File: src/rtl/nios2_oci_dct_pkg.sv
// Shared types and defaults for the OCI debug-trace (DCT) capture monitor.
package nios2_oci_dct_pkg;

  typedef enum logic [1:0] {
    ST_CAPTURE = 2'd0,
    ST_DRAIN   = 2'd1,
    ST_DONE    = 2'd2
  } dct_state_e;

  localparam int DCT_DATA_W = 30;
  localparam int DCT_CNT_W  = 4;
  localparam int DCT_DEPTH  = 16;
  localparam int DCT_OVF_W  = 8;

  // One buffer entry carries {count, word}.
  function automatic int dct_entry_w(input int data_w, input int cnt_w);
    return data_w + cnt_w;
  endfunction

endpackage

File: src/rtl/nios2_oci_dct_fifo.sv
// First-word-fall-through capture buffer: storage, wrapping pointers, occupancy.
module nios2_oci_dct_fifo #(
  parameter int W     = 34,
  parameter int DEPTH = 16
) (
  input  logic                       clk,
  input  logic                       reset,
  input  logic                       wr_en,
  input  logic [W-1:0]               wr_data,
  input  logic                       rd_en,
  output logic [W-1:0]               rd_data,
  output logic [$clog2(DEPTH):0]     level,
  output logic                       full,
  output logic                       empty
);

  localparam int AW = $clog2(DEPTH);
  localparam int LW = AW + 1;

  logic [W-1:0]  mem [DEPTH];
  logic [AW-1:0] wr_ptr, rd_ptr;
  logic          wr_ok, rd_ok;

  assign full  = (level == LW'(DEPTH));
  assign empty = (level == LW'(0));

  // A full buffer still takes a write when the head leaves in the same cycle.
  assign wr_ok = wr_en & (~full | rd_en);
  assign rd_ok = rd_en & ~empty;

  assign rd_data = mem[rd_ptr];

  // Storage is deliberately left out of reset.
  always_ff @(posedge clk) begin
    if (wr_ok) mem[wr_ptr] <= wr_data;
  end

  always_ff @(posedge clk or posedge reset) begin
    if (reset) begin
      wr_ptr <= '0;
      rd_ptr <= '0;
      level  <= '0;
    end else begin
      if (wr_ok) wr_ptr <= wr_ptr + AW'(1);
      if (rd_ok) rd_ptr <= rd_ptr + AW'(1);
      case ({wr_ok, rd_ok})
        2'b10:   level <= level + LW'(1);
        2'b01:   level <= level - LW'(1);
        default: level <= level;
      endcase
    end
  end

endmodule

File: src/rtl/nios2_oci_dct_monitor.sv
// DCT capture monitor: CAPTURE/DRAIN/DONE control, drop counter, optional
// count-sequence checker enabled by DCT_MON_SEQ_CHECK_EN.
module nios2_oci_dct_monitor
  import nios2_oci_dct_pkg::*;
#(
  parameter int DATA_W = DCT_DATA_W,
  parameter int CNT_W  = DCT_CNT_W,
  parameter int DEPTH  = DCT_DEPTH,
  parameter int OVF_W  = DCT_OVF_W
) (
  input  logic                          clk,
  input  logic                          reset,
  input  logic [DATA_W-1:0]             dct_buffer,
  input  logic [CNT_W-1:0]              dct_count,
  input  logic                          dct_valid,
  input  logic                          test_ending,
  input  logic                          test_has_ended,
  output logic [CNT_W+DATA_W-1:0]       rd_data,
  output logic                          rd_valid,
  input  logic                          rd_ready,
  output logic [$clog2(DEPTH):0]        level,
  output logic [OVF_W-1:0]              overflow_cnt,
  output logic                          done,
  output logic                          seq_error
);

  localparam int EW = dct_entry_w(DATA_W, CNT_W);
  localparam int LW = $clog2(DEPTH) + 1;

  dct_state_e state, state_nxt;
  logic       full, empty;
  logic       cap_en, rd_fire, wr_en, drop;

  // Any stop request in the current cycle already blocks the capture.
  assign cap_en  = (state == ST_CAPTURE) & ~test_ending & ~test_has_ended;
  assign rd_valid = (state != ST_DONE) & ~empty;
  assign rd_fire = rd_valid & rd_ready;
  assign wr_en   = cap_en & dct_valid & (~full | rd_fire);
  assign drop    = cap_en & dct_valid & full & ~rd_fire;

  nios2_oci_dct_fifo #(
    .W     (EW),
    .DEPTH (DEPTH)
  ) u_fifo (
    .clk     (clk),
    .reset   (reset),
    .wr_en   (wr_en),
    .wr_data ({dct_count, dct_buffer}),
    .rd_en   (rd_fire),
    .rd_data (rd_data),
    .level   (level),
    .full    (full),
    .empty   (empty)
  );

  always_comb begin
    state_nxt = state;
    if (test_has_ended) begin
      state_nxt = ST_DONE;
    end else begin
      case (state)
        ST_CAPTURE: if (test_ending) state_nxt = ST_DRAIN;
        // Empty on entry, or the last entry leaves this cycle.
        ST_DRAIN:   if (empty || (rd_fire && level == LW'(1))) state_nxt = ST_DONE;
        default:    state_nxt = ST_DONE;
      endcase
    end
  end

  always_ff @(posedge clk or posedge reset) begin
    if (reset) begin
      state        <= ST_CAPTURE;
      done         <= 1'b0;
      overflow_cnt <= '0;
    end else begin
      state <= state_nxt;
      done  <= (state_nxt == ST_DONE);
      if (drop && overflow_cnt != {OVF_W{1'b1}})
        overflow_cnt <= overflow_cnt + OVF_W'(1);
    end
  end

`ifdef DCT_MON_SEQ_CHECK_EN
  logic [CNT_W-1:0] ref_cnt;
  logic             ref_vld;
  logic             seq_err_q;

  // Only accepted captures advance the reference; drops are invisible here.
  always_ff @(posedge clk or posedge reset) begin
    if (reset) begin
      ref_cnt   <= '0;
      ref_vld   <= 1'b0;
      seq_err_q <= 1'b0;
    end else if (wr_en) begin
      ref_cnt <= dct_count;
      ref_vld <= 1'b1;
      if (ref_vld && dct_count != ref_cnt + CNT_W'(1)) seq_err_q <= 1'b1;
    end
  end

  assign seq_error = seq_err_q;
`else
  assign seq_error = 1'b0;
`endif

endmodule

File: config.mk
export PLATFORM = sky130hd
export DESIGN_NAME = nios2_oci_dct_monitor
export DESIGN_NICKNAME = d
export VERILOG_FILES = /design/src/rtl/nios2_oci_dct_pkg.sv /design/src/rtl/nios2_oci_dct_fifo.sv /design/src/rtl/nios2_oci_dct_monitor.sv
export SDC_FILE = /design/constraint.sdc
export NUM_CORES = 1
export LEC_CHECK = 0
export BUFFER_PORTS_ARGS = -buffer_cell sky130_fd_sc_hd__buf_2
export CORE_MARGIN = 2
export CORE_UTILIZATION = 61
export DETAILED_ROUTE_END_ITERATION = 6
export PLACE_DENSITY = 0.83
export SLEW_MARGIN = 10
export SYNTH_ARGS = -nofsm -noshare
export SYNTH_HDL_FRONTEND = slang
export SYNTH_SLANG_ARGS = --single-unit
File: constraint.sdc
create_clock -name clk -period 6.5 [get_ports clk]
set_input_delay 1.3 -clock clk [delete_from_list [all_inputs] [get_ports clk]]
set_output_delay 1.3 -clock clk [all_outputs]
set_load 0.02 [all_outputs]
======== Word level (Yosys, flattened, before mapping) ========
Memories as Yosys holds them, arrays and structs flattened.
Index checks and enable logic that the tools add are counted.
cells by class
  muxes and demuxes ....................... 7
  add/subtract/negate cells ............... 5
  reductions and logical operators ........ 6
  bitwise logic cells ..................... 16
  equal/unequal tests ..................... 8
operators with widths
  operator                                                             number
  1-bit bitwise AND                                                    10
  5-bit case mux with 2 select lines                                   1
  4-bit by 1-bit adder with 4-bit output (second input constant)       2
  8-bit by 1-bit adder with 8-bit output (second input constant)       1
  8-bit inequality test (second input constant)                        1
  2-bit 2-to-1 mux                                                     3
  5-bit by 1-bit adder with 5-bit output (second input constant)       1
  5-bit by 1-bit == test with 1-bit output (second input constant)     1
  5-bit == test (second input constant)                                1
  5-bit zero test                                                      1
  1-bit NOT                                                            5
  5-bit by 1-bit subtractor with 5-bit output (second input constant)  1
  2-bit by 1-bit == test with 1-bit output (second input constant)     2
  2-bit == test (second input constant)                                2
  2-bit case mux with 2 select lines                                   1
  1-bit logical AND                                                    2
  2-bit zero test                                                      1
  1-bit 2-to-1 mux                                                     2
  2-bit inequality test (second input constant)                        1
  2-bit nonzero test                                                   1
  1-bit logical OR                                                     1
  1-bit bitwise OR                                                     1
word-level totals
  memories ................................ 1
  register bits ........................... 24
  output and inout port bits .............. 50
  input bits .............................. 40
  logic and storage cells ................. 49
  memory bits (writable) .................. 544
memories
  memory      words  bits a word  read ports  clocked after memory_dff  write ports  RTL line                  source
  u_fifo.mem  16     34           1           0                         1            nios2_oci_dct_fifo.sv:20  logic [W-1:0] mem [DEPTH];

======== Depth between registers and ports, before layout ========
Gate-level depths: netlist of run 1.
  depth after elaboration ................. 10
  mapped depth ............................ 11
  mapped depth without buffers ............ 10

======== Modules after synthesis ========
A second synthesis of run 1 with hierarchy kept.
second synthesis, totals
  cell total of the unflattened synthesis .. 1163
  area, all modules ....................... 22263.9 um^2
modules (own cells, without submodules)
  module                 times used  cells an instance  area an instance (um^2)  sequential area each (um^2)
  nios2_oci_dct_fifo     1           1105               21668.3                  16661.0
  nios2_oci_dct_monitor  1           58                 595.6                    275.3

======== Worst setup path before layout of run 1 ========
No wires, ideal clock.
  kind .................................... input to register
  start point ............................. input test_has_ended
  end point ............................... memory u_fifo.mem[0][0], enable pin
  arrival time ............................ 5.236 ns
  data required time ...................... 5.989 ns
  library setup time ...................... 0.511 ns
  cell stages on the path ................. 4
  path slack .............................. 0.753 ns
  path buffers ............................ 0
  cell sequence ........................... nor4_4 nand2_1 nor2_4 nor4bb_1
between the ends
  word-level cells in the longest chain between the ends .. 7
RTL lines
  element                                 RTL line                     source
  start, declared                         nios2_oci_dct_monitor.sv:17  input logic test_has_ended,
  1-bit NOT                               nios2_oci_dct_monitor.sv:35  assign cap_en = (state == ST_CAPTURE) & ~test_ending & ~test_has_ended;
  1-bit bitwise AND                       nios2_oci_dct_monitor.sv:35
  1-bit bitwise AND (2 in a row)          nios2_oci_dct_monitor.sv:38  assign wr_en = cap_en & dct_valid & (~full | rd_fire);
  1-bit bitwise AND                       nios2_oci_dct_fifo.sv:28     assign wr_ok = wr_en & (~full | rd_en);
  1-bit 2-to-1 mux                        nios2_oci_dct_fifo.sv:35     if (wr_ok) mem[wr_ptr] <= wr_data;
  1-bit 2-to-1 mux (not written as such)  nios2_oci_dct_fifo.sv:35
  end, declared                           nios2_oci_dct_fifo.sv:20
No other way between the ends.

======== Worst setup path in the final report of run 1 ========
  start point ............................. register u_fifo.rd_ptr[2]
  end point ............................... output rd_data[24]
between the ends
  word-level cells in the longest chain between the ends .. 1
RTL lines
  element                 RTL line                     source
  start, declared         nios2_oci_dct_fifo.sv:21     logic [AW-1:0] wr_ptr, rd_ptr;
  start signal, assigned  nios2_oci_dct_fifo.sv:45     if (rd_ok) rd_ptr <= rd_ptr + AW'(1);
  memory 16 x 34 bit      --
  end, declared           nios2_oci_dct_monitor.sv:18  output logic [CNT_W+DATA_W-1:0] rd_data,
No other way between the ends.

==> flow_summary.yaml, run 1 <==
timing:
  worstMarginPinSlew_ns: 1.24
  hold_viol: 0
  timing.fmax_mhz: 190
  clock_skew_ns: 0.0203
  maxSlewViolCount: 0
  period_minus_slack_ns: 5.28
  rsz0062_at_grt: "no"
  period_share_pct: 81.2
  relSlewSlack_pct: 17.1
  fin_tns_setup_ns: 0
  finalSetupViolations: 0
floorplanning:
  fp-row-count: 70
  start_util_pct: 61.6
  dieArea_mm2: 0.0382
  ioPinCount: 90
  core_mm2: 0.0363
  die_width_um: 196
  die_h_um: 196
detailed_routing:
  vias: 11600
  routed_wl_um: 48200
  vias_per_cell: 6.68
  wire_per_inst_um: 27.8
  first_pass_iters: 5
  drcViolationCount: 0
  ant_nets: 0
  drtIter0Drc: 1439
final_layout:
  final_cell_area_mm2: 0.0250
  nets: 1272
  post-route-util_pct: 68.7
  nFillCells: 2141
  diodes: 0
  drive_gt1_share_pct: 23.7
  area_growth_pct: 11.6
pwr:
  vdd_drop_max_uv: 245
  power_per_cell_area_mw_per_mm2: 296
  pwr-share-comb_pct: 3.8
  p_int_mw: 5.93
  netSwitchingFraction_pct: 19.9
  p_clk_share_pct: 41.8
  switchingPower_mw: 1.48
  leakagePower_nw: 8.04
  seqPwrFrac_pct: 54.5
setup_path:
  start_kind: "flip-flop"
  worstPathRequired_ns: 5.20
  r2r_cells: 7
  max_stage_delay_ns: 1.14
  cpMaxStageDelayCell: "and2_2"
  crit_path_max_fanout: 50
  worstSetupPathType: "reg -> out"
  cp_data_arrival_time_ns: 3.98
  crit_chain: "and2_2 -> buf_4 -> a221oi_1 -> a22oi_1 -> nand2_1 -> buf_2"
  cp-end-kind: "output pin"
cts:
  cts_tree: "built"
  cts.repair.resized: 0
  numCtsBuffers: 53
  cts_hold_buf: 0
  clkSlewWorstSetupHoldPaths_ns: 0.06
  cts_root_buffer: "clkbuf_16"
  cts_setup_buffers: 0
  clk_latency_ns: 0.59
  cts_max_path_buffers: 3
  cts_sinks: 568
  htree_num_levels: 2
place:
  post_dp_cell_area_mm2: 0.0232
  routabilityCongestion: 0.766
  port_buffers: 88
  dp_hpwl_um: 24400
synthesis:
  async_reset_ff_share_pct: 4.23
  synth_flop_cell: "edfxtp_1"
  syn_avg_cell_area_um2: 20.1
  synth-seq-area-share_pct: 75.7
  ys_ff_latch: 568
  synth_area_mm2: 0.0224
  synth_edf_count: 544
  synth_cells: 1115
  syn_nets: 1166
  synth-warning-count: 0
  synth_cell_type_count: 51
grt:
  antenna_found_initial: 4
  grt-ovfl-total: 0
  grt_pass1_wl_um: 72200
  grt_pass1_vias: 11800
  grt_max_degree: 68
  grt.total_usage_pct: 25.7
status:
  status: "finished, final reports clean"
hold_path:
  hold_depth: 1
  hp-class: "reg -> reg"
flow_run:
  cap_violations: 0
-- kinds of logic after synthesis --
kind of cell             share of synthesized area [%]
AO/OA/AOI/OAI                                     5.19
AND/OR/NAND/NOR                                   2.58
other                                           0.0168
XOR/XNOR                                         0.665
adder cells (fa/ha/maj)                          0.615
multiplexers                                      13.2
buffers and inverters                             2.10
flip-flops                                        75.7
-- placed cells by master (no fill, tap or decap), types with 5 or more instances in the layout --
cell / synthesis / final
edfxtp_1: 544 / 544
mux2i_1: 138 / 138
buf_2: 13 / 88
mux4_2: 68 / 68
a221oi_1: 58 / 58
clkbuf_16: 0 / 54
nand2_1: 38 / 38
a22oi_1: 34 / 34
o21ai_0: 31 / 31
buf_4: 6 / 23
dfrtp_1: 24 / 22
xor2_1: 12 / 12
clkbuf_1: 20 / 12
ha_1: 11 / 11
clkinv_2: 0 / 11
nor2_1: 10 / 10
a221oi_2: 10 / 10
nand3_1: 9 / 9
clkinv_1: 1 / 8
and4b_2: 0 / 8
inv_1: 7 / 7
o21ai_1: 6 / 6
bufinv_16: 0 / 6
xnor2_1: 5 / 5
-- area by class of cell --
class	count	area, um^2	share of cell area (%)
Sequential cell	568	16900	67.8
Multi-Input combinational cell	477	5020	20.1
Clock buffer	69	1440	5.76
Timing Repair Buffer	113	653	2.61
Tap cell	468	586	2.34
Clock inverter	27	305	1.22
Inverter	8	30.0	0.120
-- power groups by stage --
| stage | Combinational (mW) | Clock [mW] | Sequential, mW |
|---|---|---|---|
| floorplan | 0.207 | 0 | 4.09 |
| global placement | 0.270 | 0 | 4.11 |
| detailed placement | 0.278 | 0 | 4.11 |
| CTS | 0.281 | 3.12 | 4.03 |
| global route | 0.302 | 3.25 | 4.03 |
| finish | 0.280 | 3.09 | 4.03 |
-- final timing paths --
kind / from / endpoint / slack, ns
max: u_fifo.rd_ptr[2] / rd_data[24] / 1.22
max reg2reg: u_fifo.level[0] / u_fifo.mem[1][19] / 3.01
min: overflow_cnt[5] / overflow_cnt[5] / 0.50
max in group asynchronous: reset / u_fifo.rd_ptr[0] / 4.85
min in group asynchronous: reset / overflow_cnt[3] / 0.94
min reg2reg: overflow_cnt[5] / overflow_cnt[5] / 0.50
-- layer usage --
layer,share of wire (%),global-route usage (%),vias up
li1,-,-,4850
met1,38,35.9,5931
met2,50,41.5,651
met3,9.3,4.13,115
met5,0.12,0,-
met4,3.0,10.1,8
-- worst max-delay path: cells and delay by family (launching register included) --
kind	cells	cell delay [ns]
buf+inv	2	0.64
compound gates	2	0.44
simple gates	2	1.22
flops	1	1.04
-- per-stage QoR --
step	power, mW	worst slack [ns]	std cells	hold WS, ns
global route	7.58	1.21	1730	0.528
detailed placement	4.39	2.02	1634	0.494
floorplan	4.30	0.753	1115	0.536
global placement	4.38	2.14	1634	0.488
finish	7.41	1.22	1730	0.505
CTS	7.43	1.39	1730	0.506
-- flip-flops by register name (all words and copies together) (netlist names) --
| signal | flops |
|---|---|
| u_fifo.mem | 544 |
| overflow_cnt | 8 |
| u_fifo.level | 5 |
| u_fifo.rd_ptr | 4 |
| u_fifo.wr_ptr | 4 |
| state | 2 |
| done | 1 |
-- synthesized netlist by cell type, types with 2 or more instances --
cell type / count / area [um^2]
buf_6: 21 / 236
xnor2_1: 5 / 43.8
clkbuf_1: 20 / 75.1
ha_1: 11 / 138
nor3_1: 3 / 15.0
dfrtp_1: 24 / 601
nor3b_1: 2 / 15.0
and4_1: 4 / 35.0
buf_4: 6 / 45.0
nand2_1: 38 / 143
edfxtp_1: 544 / 16300
nand4b_1: 2 / 17.5
inv_1: 7 / 26.3
nor4bb_1: 2 / 20.0
and4bb_2: 2 / 25.0
mux2i_1: 138 / 1380
mux2_2: 2 / 22.5
and4b_1: 8 / 80.1
a22oi_1: 34 / 255
nor2_1: 10 / 37.5
o21ai_0: 31 / 155
nand3_1: 9 / 45.0
buf_2: 13 / 65.1
a221oi_1: 58 / 508
xor2_1: 12 / 105
a221oi_2: 10 / 150
o21ai_1: 6 / 30.0
a21oi_1: 3 / 15.0
mux4_2: 68 / 1530
(Power assumes the default switching activity.)
==> run 2, diff against run 1 <==
- CORE_UTILIZATION: 61 -> 55
- PLACE_DENSITY: 0.83 -> 0.79
- clock period: 6.5 -> 4.6 ns (I/O delays scaled with it)
==> run 2 against run 1 <==
  * Clock-buffer cell count grew 4
  * Non-clock buffer count grew 4
  * First-iteration DRC count shrank 31%
  * Critical endpoint is now rd_data[30]
  * Combinational power grew 46%
  * Largest cell class unchanged
  * Via count shrank 3.7%
==> flow_summary.yaml, run 2 (synthesis gave the netlist of run 1 again) <==
timing:
  period_minus_slack_ns: 4.02
  finalSetupViolations: 0
  period_share_pct: 87.4
  rsz0062_at_grt: "no"
  setup_slack_ns: 0.582
  relSlewSlack_pct: 23.9
  clock_skew_ns: 0.0237
  maxSlewViolCount: 0
  fin_tns_setup_ns: 0
  hold_viol: 0
  worstMarginPinSlew_ns: 1.14
  timing.fmax_mhz: 249
cts:
  cts_root_buffer: "clkbuf_16"
  cts_hold_buf: 0
  cts_tree: "built"
  htree_num_levels: 2
  cts_setup_buffers: 0
  numCtsBuffers: 55
  cts_max_path_buffers: 3
  clk_latency_ns: 0.60
  cts_sinks: 568
  clkSlewWorstSetupHoldPaths_ns: 0.06
  cts.repair.resized: 0
detailed_routing:
  first_pass_iters: 7
  drtIter0Drc: 990
  ant_nets: 0
  vias_per_cell: 6.19
  vias: 11100
  routed_wl_um: 45300
  wire_per_inst_um: 25.2
  drcViolationCount: 0
setup_path:
  worstSetupPathType: "reg -> out"
  cp-end-kind: "output pin"
  worstPathRequired_ns: 3.68
  start_kind: "flip-flop"
  crit_path_max_fanout: 28
  cp_data_arrival_time_ns: 3.10
final_layout:
  largest-register: "u_fifo.mem"
  reg_top3: "u_fifo.mem (544), overflow_cnt (8), u_fifo.level (5)"
  layout_commonest_cell: "edfxtp_1"
  final_cell_mix: "edfxtp_1, mux2i_1, buf_2"
  final_cell_area_mm2: 0.0252
  drive_gt1_share_pct: 23.7
  nFillCells: 2660
  largest_reg_flops: 544
  area_growth_pct: 12.6
  instances_no_fill: 1799
  nets: 1278
hold_path:
  hp-class: "reg -> reg"
place:
  dp_worst_setup_slack_ns: 1.15
  routabilityCongestion: 0.774
  port_buffers: 88
  dp_hpwl_um: 25900
  dp_cells: 1695
  post_dp_cell_area_mm2: 0.0234
floorplanning:
  dieArea_mm2: 0.0423
  start_util_pct: 56.1
  core_mm2: 0.0399
  fp-row-count: 73
  die_width_um: 206
  ioPinCount: 90
  die_h_um: 206
flow_run:
  cap_violations: 0
grt:
  grt-ovfl-total: 0
  grt.total_usage_pct: 22.0
  antenna_found_initial: 1
  grt_max_degree: 58
  grt_pass1_wl_um: 68900
  grt_pass1_vias: 11500
pwr:
  vdd_drop_max_uv: 265
  power_per_cell_area_mw_per_mm2: 420
  leakagePower_nw: 8.10
status:
  status: "finished, final reports clean"
[run 2: changes by cell type in the layout (fill, tap and decap cells not counted), moves of 2 or more]
cell / before / now
clkinv_1: 8 / 13
clkbuf_16: 54 / 57
buf_12: 2 / 7
clkbuf_8: 3 / 0
clkbuf_1: 12 / 16
clkinv_2: 11 / 9
[run 2: worst paths after layout]
| check | slack [ns] | startpoint | depth (start not counted) | to |
|---|---|---|---|---|
| max | 0.58 | u_fifo.rd_ptr[2] | 6 | rd_data[30] |
| min | 0.50 | overflow_cnt[5] | 1 | overflow_cnt[5] |
| max reg2reg | 1.48 | u_fifo.level[0] | 7 | u_fifo.mem[2][28] |
| min reg2reg | 0.50 | overflow_cnt[5] | 1 | overflow_cnt[5] |
| max in group asynchronous | 3.32 | reset | 2 | u_fifo.rd_ptr[1] |
| min in group asynchronous | 0.55 | reset | 2 | overflow_cnt[5] |
[run 2: worst max-delay path: stages (launching register included)]
cell	delay, ns
dfrtp_1	0.81
nor2b_4	0.54
buf_4	0.43
a221oi_1	0.16
o21ai_0	0.21
nand2_1	0.13
buf_2	0.18
[run 2: cell type report]
type	count	area (um^2)	area share, %
sequential	568	16900	67.2
tap	525	657	2.61
clock buffer	73	1490	5.90
clock inverter	30	318	1.26
timing repair buffer	117	746	2.96
antenna	1	2.50	0.00993
inverter	8	30.0	0.119
multi-input combinational	477	5020	19.9
[run 2: power by group]
group          total [mW]  leakage (nW)  internal, mW  switching, mW
Clock                4.48         0.883          2.66           1.83
Combinational       0.409          2.02         0.176          0.233
Sequential           5.69          5.20          5.67         0.0221
[run 2: per-layer routing]
layer  global-route usage, %  vias to the layer above  wire length, um  share of wire (%)
met4                    5.73                        0              906                2.0
li1                        -                     4869                -                  -
met3                    3.93                       81             2790                6.2
met2                    37.4                      401            23100                 51
met1                    29.6                     5776            18500                 41
met5                       0                        -                0                  0
[run 2: through the flow]
stage	total power [mW]	hold slack (ns)	utilization (%)
after global routing	10.9	0.513	63.1
after global placement	6.20	0.478	58.6
after detailed placement	6.21	0.490	58.6
final	10.6	0.498	63.1
after CTS	10.6	0.501	63.1
after floorplan	6.08	0.536	-
